## config.mk

```make
export PLATFORM = sky130hd
export DESIGN_NAME = lpf_decim
export DESIGN_NICKNAME = d
export VERILOG_FILES = /design/src/rtl/lpf_pkg.sv /design/src/rtl/decim_fifo2.sv /design/src/rtl/lpf_decim.sv
export SDC_FILE = /design/constraint.sdc
export NUM_CORES = 1
export LEC_CHECK = 0
export BUFFER_PORTS_ARGS = -buffer_cell sky130_fd_sc_hd__buf_2
export CAP_MARGIN = 25
export CORE_MARGIN = 3
export CORE_UTILIZATION = 45
export DETAILED_ROUTE_END_ITERATION = 6
export PLACE_DENSITY = 0.75
export SETUP_SLACK_MARGIN = 0.05
export SYNTH_ARGS = -nofsm -noshare
export SYNTH_HDL_FRONTEND = slang
export SYNTH_HIERARCHICAL = 1
export SYNTH_SLANG_ARGS = --single-unit
```

## constraint.sdc

```tcl
create_clock -name I_clk -period 5.91 [get_ports I_clk]
set_input_delay 0.591 -clock I_clk [delete_from_list [all_inputs] [get_ports I_clk]]
set_output_delay 0.591 -clock I_clk [all_outputs]
set_load 0.05 [all_outputs]
```

## src/rtl/lpf_pkg.sv

```systemverilog
// Shared constants for the low-pass filter output path and its decimator.
package lpf_pkg;

  localparam int unsigned LPF_OUT_W   = 13;
  localparam int unsigned DECIM_LOG2  = 2;
  localparam int unsigned DECIM_N     = 1 << DECIM_LOG2;
  localparam int unsigned DECIM_ACC_W = LPF_OUT_W + DECIM_LOG2;
  localparam int unsigned DECIM_RND   = 1 << (DECIM_LOG2 - 1);

endpackage

```

## src/rtl/decim_fifo2.sv

```systemverilog
// Two-entry FIFO with a registered head; the head reads zero when empty.
module decim_fifo2 #(
  parameter int unsigned width = 13
) (
  input  logic             i_clk,
  input  logic             i_rst_n,
  input  logic             i_push,
  input  logic [width-1:0] i_data,
  input  logic             i_pop,
  output logic [width-1:0] o_data,
  output logic             o_full,
  output logic             o_empty
);

  logic [width-1:0] r_head, w_head_d;
  logic [width-1:0] r_tail, w_tail_d;
  logic [1:0]       r_count, w_count_d;
  logic             w_pop_eff, w_push_eff;

  assign o_full     = (r_count == 2'd2);
  assign o_empty    = (r_count == 2'd0);
  assign w_pop_eff  = i_pop & ~o_empty;
  // A push into a full queue only lands when the head leaves on the same edge.
  assign w_push_eff = i_push & (~o_full | w_pop_eff);

  always_comb begin
    w_head_d  = r_head;
    w_tail_d  = r_tail;
    w_count_d = r_count;
    if (w_pop_eff && w_push_eff) begin
      if (r_count == 2'd1) begin
        w_head_d = i_data;
      end else begin
        w_head_d = r_tail;
        w_tail_d = i_data;
      end
    end else if (w_pop_eff) begin
      w_head_d  = (r_count == 2'd2) ? r_tail : '0;
      w_count_d = r_count - 2'd1;
    end else if (w_push_eff) begin
      if (r_count == 2'd0) begin
        w_head_d = i_data;
      end else begin
        w_tail_d = i_data;
      end
      w_count_d = r_count + 2'd1;
    end
  end

  always_ff @(posedge i_clk or negedge i_rst_n) begin
    if (!i_rst_n) begin
      r_head  <= '0;
      r_tail  <= '0;
      r_count <= 2'd0;
    end else begin
      r_head  <= w_head_d;
      r_tail  <= w_tail_d;
      r_count <= w_count_d;
    end
  end

  assign o_data = r_head;

endmodule

```

## src/rtl/lpf_decim.sv

```systemverilog
// Accumulate-and-dump decimator behind the low-pass biquad: averages blocks of
// 2^decim_log2 samples with round-half-up and queues results for a valid/ready consumer.
module lpf_decim
  import lpf_pkg::*;
#(
  parameter int unsigned in_width   = LPF_OUT_W - 1,
  parameter int unsigned decim_log2 = DECIM_LOG2
) (
  input  logic                     I_clk,
  input  logic                     I_reset_n,
  input  logic signed [in_width:0] I_data,
  input  logic                     I_valid,
  input  logic                     I_sync,
  output logic signed [in_width:0] O_data,
  output logic                     O_valid,
  input  logic                     I_ready,
  output logic                     O_overrun
);

  localparam int unsigned DATA_W = in_width + 1;
  localparam int unsigned ACC_W  = in_width + 1 + decim_log2;
  localparam logic signed [ACC_W-1:0] RND = ACC_W'(64'd1 << (decim_log2 - 1));

  logic signed [ACC_W-1:0]  r_acc, w_acc_d;
  logic signed [ACC_W-1:0]  w_data_ext, w_sum;
  logic [decim_log2-1:0]    r_cnt, w_cnt_d;
  logic signed [DATA_W-1:0] w_result;
  logic [DATA_W-1:0]        w_head;
  logic                     w_last, w_push, w_pop, w_full, w_empty;
  logic                     r_overrun;

  assign w_data_ext = {{decim_log2{I_data[in_width]}}, I_data};
  assign w_sum      = r_acc + w_data_ext;
  assign w_last     = &r_cnt;
  // The block sum plus N/2 never exceeds the accumulator range, so no guard bit is needed.
  assign w_result   = DATA_W'((w_sum + RND) >>> decim_log2);

  always_comb begin
    w_acc_d = r_acc;
    w_cnt_d = r_cnt;
    w_push  = 1'b0;
    if (I_sync) begin
      if (I_valid) begin
        w_acc_d = w_data_ext;
        w_cnt_d = decim_log2'(1);
      end else begin
        w_acc_d = '0;
        w_cnt_d = '0;
      end
    end else if (I_valid) begin
      if (w_last) begin
        w_acc_d = '0;
        w_cnt_d = '0;
        w_push  = 1'b1;
      end else begin
        w_acc_d = w_sum;
        w_cnt_d = r_cnt + decim_log2'(1);
      end
    end
  end

  always_ff @(posedge I_clk or negedge I_reset_n) begin
    if (!I_reset_n) begin
      r_acc     <= '0;
      r_cnt     <= '0;
      r_overrun <= 1'b0;
    end else begin
      r_acc     <= w_acc_d;
      r_cnt     <= w_cnt_d;
      r_overrun <= w_push & w_full & ~w_pop;
    end
  end

  assign w_pop = ~w_empty & I_ready;

  decim_fifo2 #(
    .width(DATA_W)
  ) u_fifo (
    .i_clk   (I_clk),
    .i_rst_n (I_reset_n),
    .i_push  (w_push),
    .i_data  (w_result),
    .i_pop   (w_pop),
    .o_data  (w_head),
    .o_full  (w_full),
    .o_empty (w_empty)
  );

  assign O_data    = w_head;
  assign O_valid   = ~w_empty;
  assign O_overrun = r_overrun;

endmodule

```

==> impl_metrics.json, run 1 <==
{
  "status": "finished clean",
  "yosysMostFrequentCell": "nand2_1",
  "rsz0062_at_grt": "false",
  "cts_tree": "yes",
  "rrSetupSlack_ns": 2.83,
  "path_cells": "buf_2 -> ha_1 -> fa_1 -> a21o_1 -> a21oi_1 -> xnor2_1 -> and3_1 -> nand3_1 -> nor4_2 -> xor2_1 -> nand2_1 -> a31oi_1",
  "synth_compound_area_share_pct": 19.83,
  "ctsLongestPathBuffers": 2,
  "yosys.area_share.adder_pct": 7.872,
  "die_y_microns": 91.30,
  "worstReg2RegStart": "r_acc[0]$_DFFE_PN0P_",
  "drt_first_iter_violations": 190,
  "gp_congestion": 0.9310,
  "gr-usage-all-layers_pct": 18.46,
  "synth_ff_type": "dfrtp_1",
  "leakagePower_uw": 0.001624,
  "clk_pin_slew_ns": 0.09,
  "critPathSlowestCell": "fa_1",
  "syn_avg_cell_area_sq_um": 8.996,
  "post_cts_buffers": 0,
  "io_buffers": 32,
  "grt_pass1_vias": 2695,
  "routed_via_density": 5.749,
  "h-tree-depth": 2,
  "ys_async_sr_fraction_pct": 100.0,
  "final_util_pct": 51.97,
  "drive_gt1_share_pct": 17.57,
  "finalHoldViolations": 0,
  "layout.nets": 424,
  "cp_data_required_time_ns": 6.14,
  "num_vias": 2777,
  "r2r_end": "u_fifo/o_data[10]$_DFFE_PN0P_",
  "cts.repair.resized": 0,
  "row_count": 30,
  "clock-sinks": 46,
  "yosysWarnings": 6,
  "worst_clock_skew_ns": 0.006749,
  "drc": 0,
  "setup_viol_count_final": 0,
  "fmax_mhz": 324.1,
  "synth_cell_type_count": 61,
  "finalSetupTns_ns": 0,
  "post_dp_cell_area_sq_mm": 0.003477,
  "synth_xor_area_share_pct": 5.617,
  "slew-limit-headroom_pct": 33.81,
  "final_cells": 483,
  "yosysSeqAreaShare_pct": 35.15,
  "antenna_found_initial": 0,
  "root_buffer": "clkbuf_8",
  "period_share_pct": 52.21,
  "syn-instance-count": 364,
  "cp-endpoint": "u_fifo/o_data[10]$_DFFE_PN0P_",
  "insertion_delay_ns": 0.31,
  "start_util_pct": 47.41,
  "synth_area_leaders": "dfrtp_1 (35%), ha_1 (7.3%), nand2_1 (5.8%), mux2_2 (3.8%), nor2_1 (3.6%)",
  "synth_seq_cells": 46,
  "die_x_microns": 91.30,
  "yosys-mux-area-fraction_pct": 5.694,
  "yosys.area_share.simple_pct": 22.05,
  "worst-endpoint-arrival_ns": 3.31,
  "startpoint": "I_data[0]",
  "ff2ff_path_depth": 11,
  "dp_cells": 475,
  "final_area_sq_mm": 0.003590,
  "hp-class": "input pin to async pin",
  "crit_fanout": 5,
  "nFillCells": 651,
  "end_kind": "flip-flop",
  "synth-edff-count": 0,
  "area_delta_synth_final_pct": 9.629,
  "dieArea_sq_mm": 0.008336,
  "coreArea_sq_mm": 0.006907,
  "synth_fp_nets": 402,
  "final_max_slew_viol_count": 0,
  "cap_violations": 0,
  "power_density_mw_per_mm2": 443.9,
  "yosys-top-cells-count": "nand2_1 (51), dfrtp_1 (46), nor2_1 (31)",
  "synth_top_family_by_area": "simple AND/OR/NAND/NOR gates",
  "crit_buf_inv": 1,
  "synth_top_cell_by_area": "dfrtp_1",
  "syn_area_sq_mm": 0.003274,
  "drt-total-wl_mm": 7.651,
  "slowest_delay_ns": 0.42,
  "grt_overflow_total": 0,
  "n_antenna_cell": 0,
  "grt_pass1_wl_mm": 12.67,
  "dr.pass1.iters": 4,
  "grt_max_degree": 40,
  "cpLargestDelayFamily": "simple AND/OR/NAND/NOR gates",
  "start_kind": "input pin",
  "io_pins": 33,
  "drtAntennaViolNets": 0,
  "routedWlPerCell_microns": 15.84,
  "cts_buffers": 5,
  "synth_top_area_share_pct": 35.15,
  "worst-path-stages": 12,
  "dp.final_hpwl_mm": 5.497,
  "crit_type": "input pin to flip-flop",
  "cts_hold_buf": 0,
  "period_needed_ns": 3.085,
  "ir_drop_mv": 0.2288,
  "tightest_slew_ns": 0.9893
}
==> worst min-delay path by stage <==
stage	start	endpoint	cells past startpoint
after CTS	I_reset_n	u_fifo/o_data[5]$_DFFE_PN0P_	1
final	I_reset_n	u_fifo/o_data[5]$_DFFE_PN0P_	1
after detailed placement	I_reset_n	u_fifo/o_data[5]$_DFFE_PN0P_	1
after global placement	u_fifo/r_tail[6]$_DFFE_PN0P_	u_fifo/r_tail[6]$_DFFE_PN0P_	1
after global routing	I_reset_n	u_fifo/o_data[5]$_DFFE_PN0P_	1
after floorplan	I_reset_n	O_overrun$_DFF_PN0_	0
==> worst reg2reg max path, cell delays in order (launching register included) <==
cell     delay [ns]
dfrtp_1        0.39
ha_1           0.23
fa_1           0.42
a21o_1         0.22
a21oi_1        0.22
xnor2_1        0.28
and3_1         0.32
nand3_1        0.15
nor4_2         0.29
xor2_1         0.23
nand2_1        0.09
a31oi_1        0.17
==> logic make-up after synthesis <==
family | count (synthesis)
AO/OA/AOI/OAI | 95
flip-flops | 46
multiplexers | 17
AND/OR/NAND/NOR | 140
XOR/XNOR | 21
buffers and inverters | 25
adder cells (fa/ha/maj) | 20
==> flip-flops by register name, summed over array words and instances (netlist names) <==
name,flops
O_overrun,1
r_acc,15
r_cnt,2
u_fifo/o_data,13
u_fifo/r_count,2
u_fifo/r_tail,13
==> power breakdown <==
| group | internal (uW) | switching, uW | total (uW) |
|---|---|---|---|
| Sequential | 423 | 60.4 | 483 |
| Combinational | 291 | 572 | 864 |
| Clock | 127 | 119 | 246 |
==> layer usage <==
metal  up-vias  GRT usage (%)  part of all wire, %
met5         -              0                    0
met4         0          4.899                  1.4
met3        12          2.734                  4.1
met2        71          32.62                   49
met1      1339          23.46                   45
li1       1355              -                    -
==> through the flow <==
step	power [uW]	hold slack (ns)	setup WS [ns]
6_report	1593	0.1248	2.825
5_1_grt	1703	0.1195	2.644
3_5_place_dp	1350	0.4594	2.589
3_3_place_gp	1325	0.4749	2.627
4_1_cts	1597	0.1228	2.864
2_1_floorplan	1168	0.2954	3.016
==> placed cells by master, fill, tap and decap left out, types with 5 or more instances in the layout <==
| cell type | Yosys | final |
|---|---|---|
| a21o_1 | 7 | 7 |
| a21oi_1 | 12 | 12 |
| a22oi_1 | 13 | 13 |
| a31oi_1 | 17 | 17 |
| buf_2 | 3 | 32 |
| clkbuf_8 | 0 | 5 |
| dfrtp_1 | 46 | 46 |
| ha_1 | 19 | 19 |
| inv_1 | 7 | 7 |
| mux2_2 | 11 | 11 |
| nand2_1 | 51 | 51 |
| nand3_1 | 7 | 7 |
| nor2_1 | 31 | 31 |
| o21ai_0 | 23 | 23 |
| or2_1 | 11 | 11 |
| xnor2_1 | 10 | 10 |
| xor2_1 | 11 | 11 |
==> cell type report <==
cell class / count / area (sq um) / area share (%)
multi-input combinational: 293 / 1999 / 55.70
inverter: 7 / 26.28 / 0.7320
clock buffer: 5 / 68.82 / 1.917
tap: 96 / 120.1 / 3.346
sequential: 46 / 1151 / 32.07
clock inverter: 3 / 43.79 / 1.220
timing repair buffer: 33 / 180.2 / 5.019
No activity file was read; power rests on OpenSTA's default activity.
==> run 2, diff against run 1 <==
==> constraint.sdc (replaced) <==
create_clock -name I_clk -period 3.2 [get_ports I_clk]
set_input_delay 0.32 -clock I_clk [delete_from_list [all_inputs] [get_ports I_clk]]
set_output_delay 0.32 -clock I_clk [all_outputs]
set_load 0.05 [all_outputs]
==> run 2 against run 1 <==
  * Via count decreased by 0.36%
  * Setup slack got worse by 2.6 ns
  * Non-clock buffer count increased by 7
  * Total power increased by 83%
  * Final cell count increased by 1.4%
==> impl_metrics.json, run 2 (same netlist as run 1, synthesis figures left out) <==
{
  "final_cell_mix": "nand2_1 (51), dfrtp_1 (46), buf_2 (32), nor2_1 (31), o21ai_0 (23)",
  "finalSetupTns_ns": 0,
  "path_cells": "ha_1 -> fa_1 -> a21o_1 -> a21oi_1 -> xnor2_1 -> and3_4 -> nand3_1 -> nor4_2 -> xor2_1 -> nand2_1 -> a31oi_1",
  "drt_first_iter_violations": 122,
  "die_y_microns": 91.30,
  "cts_tree": "yes",
  "layout_commonest_cell": "nand2_1",
  "slew-limit-headroom_pct": 46.13,
  "p_int_uw": 1511,
  "post-place-ws_ns": 0.1337,
  "power_density_mw_per_mm2": 802.3,
  "drtAntennaViolNets": 0,
  "cp_data_required_time_ns": 3.42,
  "cts_buffers": 5,
  "switching_share_pct": 48.18,
  "die_x_microns": 91.30,
  "drc": 0,
  "routed_via_density": 5.647,
  "fmax_mhz": 337.1,
  "grt_pass1_wl_mm": 13.02,
  "final_max_slew_viol_count": 0,
  "coreArea_sq_mm": 0.006907,
  "slowest_delay_ns": 0.41,
  "worst-endpoint-arrival_ns": 3.19,
  "period_needed_ns": 2.966,
  "root_buffer": "clkbuf_8",
  "status": "finished clean",
  "dr.pass1.iters": 4,
  "rsz0062_at_grt": "false",
  "drive_gt1_share_pct": 19.29,
  "period_share_pct": 92.70,
  "critPathSlowestCell": "fa_1",
  "finalHoldViolations": 0,
  "row_count": 30,
  "cap_violations": 0,
  "insertion_delay_ns": 0.31,
  "crit_type": "flip-flop to flip-flop",
  "worst_clock_skew_ns": 0.01346,
  "post_cts_buffers": 0,
  "r2r_end": "u_fifo/o_data[11]$_DFFE_PN0P_",
  "antenna_found_initial": 0,
  "start_kind": "flip-flop",
  "cp-endpoint": "u_fifo/o_data[11]$_DFFE_PN0P_",
  "rrSetupSlack_ns": 0.23,
  "leakagePower_uw": 0.001642,
  "dieArea_sq_mm": 0.008336,
  "area_delta_synth_final_pct": 11.01,
  "start_util_pct": 47.41,
  "io_pins": 33,
  "clk_pin_slew_ns": 0.10,
  "setup_viol_count_final": 0,
  "pwr-share-clk_pct": 12.9,
  "dp.final_hpwl_mm": 5.660,
  "layout.nets": 431,
  "end_kind": "flip-flop",
  "switching_power_uw": 1405,
  "ir_drop_mv": 0.6157,
  "p_comb_share_pct": 56.6,
  "grt_pass1_vias": 2690,
  "clock-sinks": 46,
  "routedWlPerCell_microns": 15.69,
  "gr-usage-all-layers_pct": 19.28,
  "crit_fanout": 5,
  "hold_depth": 3,
  "h-tree-depth": 2,
  "largest_register_ffs": 15,
  "worstReg2RegStart": "r_acc[0]$_DFFE_PN0P_",
  "grt_max_degree": 29,
  "hp-class": "input pin to flip-flop",
  "ff2ff_path_depth": 11,
  "drt-total-wl_mm": 7.689,
  "seqPwrFrac_pct": 30.6,
  "setup_ws_ns": 0.2335,
  "n_antenna_cell": 0,
  "gp_congestion": 0.9122,
  "tightest_slew_ns": 0.8061,
  "io_buffers": 32,
  "regMostFlops": "r_acc",
  "startpoint": "r_acc[0]$_DFFE_PN0P_",
  "ctsLongestPathBuffers": 2,
  "grt_overflow_total": 0,
  "num_vias": 2767
}
[run 2: routing by layer]
metal | wire (microns) | global-route usage [%] | part of all wire, % | vias to the layer above
met3 | 207 | 2.983 | 2.7 | 14
met1 | 3575 | 25.03 | 46 | 1339
met2 | 3758 | 32.50 | 49 | 50
met4 | 147 | 6.910 | 1.9 | 0
met5 | 0 | 0 | 0 | -
li1 | - | - | - | 1364
[run 2: critical path, delay by kind of cell (launching register included)]
family	cells	cell delay [ns]
adders and majority gates	2	0.63
AOI/OAI and AO/OA	3	0.56
DFF	1	0.39
and+or+nand+nor	4	0.79
xor gates and xnor gates	2	0.51
[run 2: worst min-delay path by stage]
stage                                               to  slack (ns)                    startpoint
after global routing              r_acc[6]$_DFFE_PN0P_        0.25                     I_data[6]
after detailed placement  u_fifo/o_data[8]$_DFFE_PN0P_        0.31                     I_reset_n
after global placement    u_fifo/r_tail[6]$_DFFE_PN0P_        0.47  u_fifo/r_tail[6]$_DFFE_PN0P_
after floorplan                    O_overrun$_DFF_PN0_        0.02                     I_reset_n
after CTS                         r_acc[8]$_DFFE_PN0P_        0.23                     I_data[8]
final                             r_acc[8]$_DFFE_PN0P_        0.22                     I_data[8]
[run 2: final cells by class]
cell class | count | area [sq um]
Clock buffer | 5 | 68.82
Clock inverter | 3 | 21.27
Fill cell | 672 | 3272
Inverter | 7 | 26.28
Multi-Input combinational cell | 293 | 2012
Sequential cell | 46 | 1151
Tap cell | 96 | 120.1
Timing Repair Buffer | 40 | 235.2
[run 2: power groups by stage]
stage / sequential (uW) / clock, uW / combinational, uW
floorplan: 1180 / 0 / 980
global placement: 894 / 0 / 1600
detailed placement: 905 / 0 / 1640
CTS: 894 / 379 / 1640
global route: 922 / 406 / 1800
finish: 891 / 376 / 1650
[run 2: what timing repair did]
action / 4_1_cts / 5_1_grt
setup endpoints to repair: 0 / 3
endpoints found under the hold margin: 18 / 0
hold buffers: 1 / 0
resized for setup: 0 / 3
[run 2: metrics by stage]
step / total power [uW] / instance area, sq um / instances / hold slack (ns) / util (%)
2_1_floorplan: 2157 / 3274 / 364 / 0.02441 / -
3_3_place_gp: 2490 / 3502 / 480 / 0.4748 / 50.71
3_5_place_dp: 2544 / 3522 / 481 / 0.3089 / 51.00
4_1_cts: 2917 / 3622 / 490 / 0.2253 / 52.45
5_1_grt: 3127 / 3635 / 490 / 0.2458 / 52.63
6_report: 2916 / 3635 / 490 / 0.2239 / 52.63
==> run 3, diff against run 2 <==
--- a/config.mk
+++ b/config.mk
@@ -8,9 +8,9 @@
 export BUFFER_PORTS_ARGS = -buffer_cell sky130_fd_sc_hd__buf_2
 export CAP_MARGIN = 25
 export CORE_MARGIN = 3
-export CORE_UTILIZATION = 45
+export CORE_UTILIZATION = 47
 export DETAILED_ROUTE_END_ITERATION = 6
-export PLACE_DENSITY = 0.75
+export PLACE_DENSITY = 0.77
 export SETUP_SLACK_MARGIN = 0.05
 export SYNTH_ARGS = -nofsm -noshare
 export SYNTH_HDL_FRONTEND = slang
==> run 3 against run 2 <==
  * Sequential power barely moved
  * Critical path depth fell by 1
  * Sequential share of layout area rose by 0.14 points
  * Highest routed layer unchanged
  * Core utilization rose by 2.8 points
  * Largest cell class unchanged
==> impl_metrics.json, run 3 (same netlist as run 1, synthesis figures left out) <==
{
  "period_needed_ns": 2.951,
  "drtAntennaViolNets": 0,
  "dr.pass1.iters": 4,
  "num_vias": 2752,
  "slowest_delay_ns": 0.50,
  "drt_first_iter_violations": 208,
  "slew-limit-headroom_pct": 47.43,
  "routedWlPerCell_microns": 15.82,
  "leakagePower_uw": 0.001650,
  "regMostFlops": "r_acc",
  "grt_pass1_vias": 2689,
  "r2r_end": "u_fifo/o_data[10]$_DFFE_PN0P_",
  "insertion_delay_ns": 0.30,
  "power_density_mw_per_mm2": 803.1,
  "hp-class": "input pin to flip-flop",
  "hp-start": "I_data[8]",
  "path_cells": "ha_1 -> fa_1 -> a21o_1 -> nand4_1 -> a311oi_1 -> o32a_1 -> a21boi_0 -> xor2_1 -> nand2_1 -> a31oi_1",
  "drt-total-wl_mm": 7.452,
  "grt_overflow_total": 0,
  "ir_drop_mv": 0.4561,
  "drive_gt1_share_pct": 19.54,
  "largest_register_ffs": 15,
  "n_antenna_cell": 0,
  "start_util_pct": 50.13,
  "coreArea_sq_mm": 0.006531,
  "status": "finished clean",
  "final_cell_mix": "nand2_1 (51), dfrtp_1 (46), buf_2 (32), nor2_1 (31), o21ai_0 (23)",
  "clock-sinks": 46,
  "die_x_microns": 89.47,
  "finalHoldViolations": 0,
  "grt_pass1_wl_mm": 12.72,
  "cap_violations": 0,
  "post_cts_buffers": 0,
  "cts_tree": "yes",
  "critPathSlowestCell": "a311oi_1",
  "area_delta_synth_final_pct": 10.51,
  "row_count": 29,
  "startpoint": "r_acc[0]$_DFFE_PN0P_",
  "setup_viol_count_final": 0,
  "ctsLongestPathBuffers": 2,
  "cp_data_required_time_ns": 3.42,
  "die_y_microns": 89.47,
  "final_max_slew_viol_count": 0,
  "worst_clock_skew_ns": 0.009932,
  "io_buffers": 32,
  "worstReg2RegStart": "r_acc[0]$_DFFE_PN0P_",
  "drc": 0,
  "rsz0062_at_grt": "false",
  "antenna_found_initial": 0,
  "ff2ff_path_depth": 10,
  "clk_pin_slew_ns": 0.10,
  "tightest_slew_ns": 0.7866,
  "root_buffer": "clkbuf_8",
  "cts_buffers": 5,
  "whs_endpoint": "r_acc[8]$_DFFE_PN0P_",
  "hold_ws_ns": 0.2303,
  "h-tree-depth": 2,
  "layout_commonest_cell": "nand2_1",
  "io_pins": 33,
  "hold_depth": 3,
  "finalSetupTns_ns": 0,
  "start_kind": "flip-flop",
  "fmax_mhz": 338.9,
  "period_share_pct": 92.22,
  "worst-endpoint-arrival_ns": 3.17,
  "dieArea_sq_mm": 0.008004,
  "crit_fanout": 4,
  "crit_type": "flip-flop to flip-flop",
  "grt_max_degree": 31,
  "dp.final_hpwl_mm": 5.617,
  "rrSetupSlack_ns": 0.25,
  "layout.nets": 431,
  "routed_via_density": 5.843,
  "gp_congestion": 0.9166,
  "end_kind": "flip-flop",
  "gr-usage-all-layers_pct": 20.24
}
-- run 3: worst max-delay path by stage --
stage,to,slack (ns),depth (start not counted)
2_1_floorplan,u_fifo/r_tail[10]$_DFFE_PN0P_,0.54,10
3_3_place_gp,u_fifo/o_data[10]$_DFFE_PN0P_,0.27,11
3_5_place_dp,u_fifo/o_data[11]$_DFFE_PN0P_,0.22,12
4_1_cts,u_fifo/o_data[11]$_DFFE_PN0P_,0.28,11
5_1_grt,u_fifo/o_data[11]$_DFFE_PN0P_,0.05,10
6_report,u_fifo/o_data[10]$_DFFE_PN0P_,0.25,10
-- run 3: final cells by class --
cell class,count,area [sq um]
Fill cell,600,2913
Inverter,7,26.28
Sequential cell,46,1151
Clock buffer,5,68.82
Multi-Input combinational cell,293,2016
Clock inverter,3,25.02
Timing Repair Buffer,40,235.2
Tap cell,77,96.34
-- run 3: where the power goes --
group / internal [uW] / switching [uW] / leakage [uW]
Sequential: 781 / 110 / 0.000574
Clock: 158 / 214 / 0.0000447
Combinational: 577 / 1060 / 0.00103
Total: 1520 / 1390 / 0.00165
-- run 3: metal layers --
layer  up-vias  part of all wire, %  global-route usage [%]  wire (microns)
li1       1373                    -                       -               -
met1      1314                   46                   26.52            3403
met2        59                   49                   35.43            3663
met5         -                    0                       0               0
met4         0                 0.87                   4.465              65
met3         6                  4.3                   2.949             320
-- run 3: critical path: cells and delay by family, from the launching register on --
| family | cells | cell delay, ns |
|---|---|---|
| compound gates | 5 | 1.53 |
| xor+xnor | 1 | 0.26 |
| fa+ha+maj | 2 | 0.43 |
| flops | 1 | 0.36 |
| simple gates | 2 | 0.29 |
-- run 3: stage by stage --
step                area (sq um)  cells  setup WS [ns]  total power, uW  util (%)
finish                      3618    471         0.2490             2906     55.40
global route                3618    471        0.05349             3135     55.40
CTS                         3602    471         0.2795             2918     55.15
detailed placement          3498    462         0.2160             2536     53.56
global placement            3478    461         0.2710             2487     53.26
floorplan                   3274    364         0.5435             2157         -
-- run 3: what timing repair did --
action	4_1_cts	5_1_grt
endpoints found under the setup margin	0	2
hold endpoints to repair	16	0
resized for setup	0	3
hold buffers	1	0
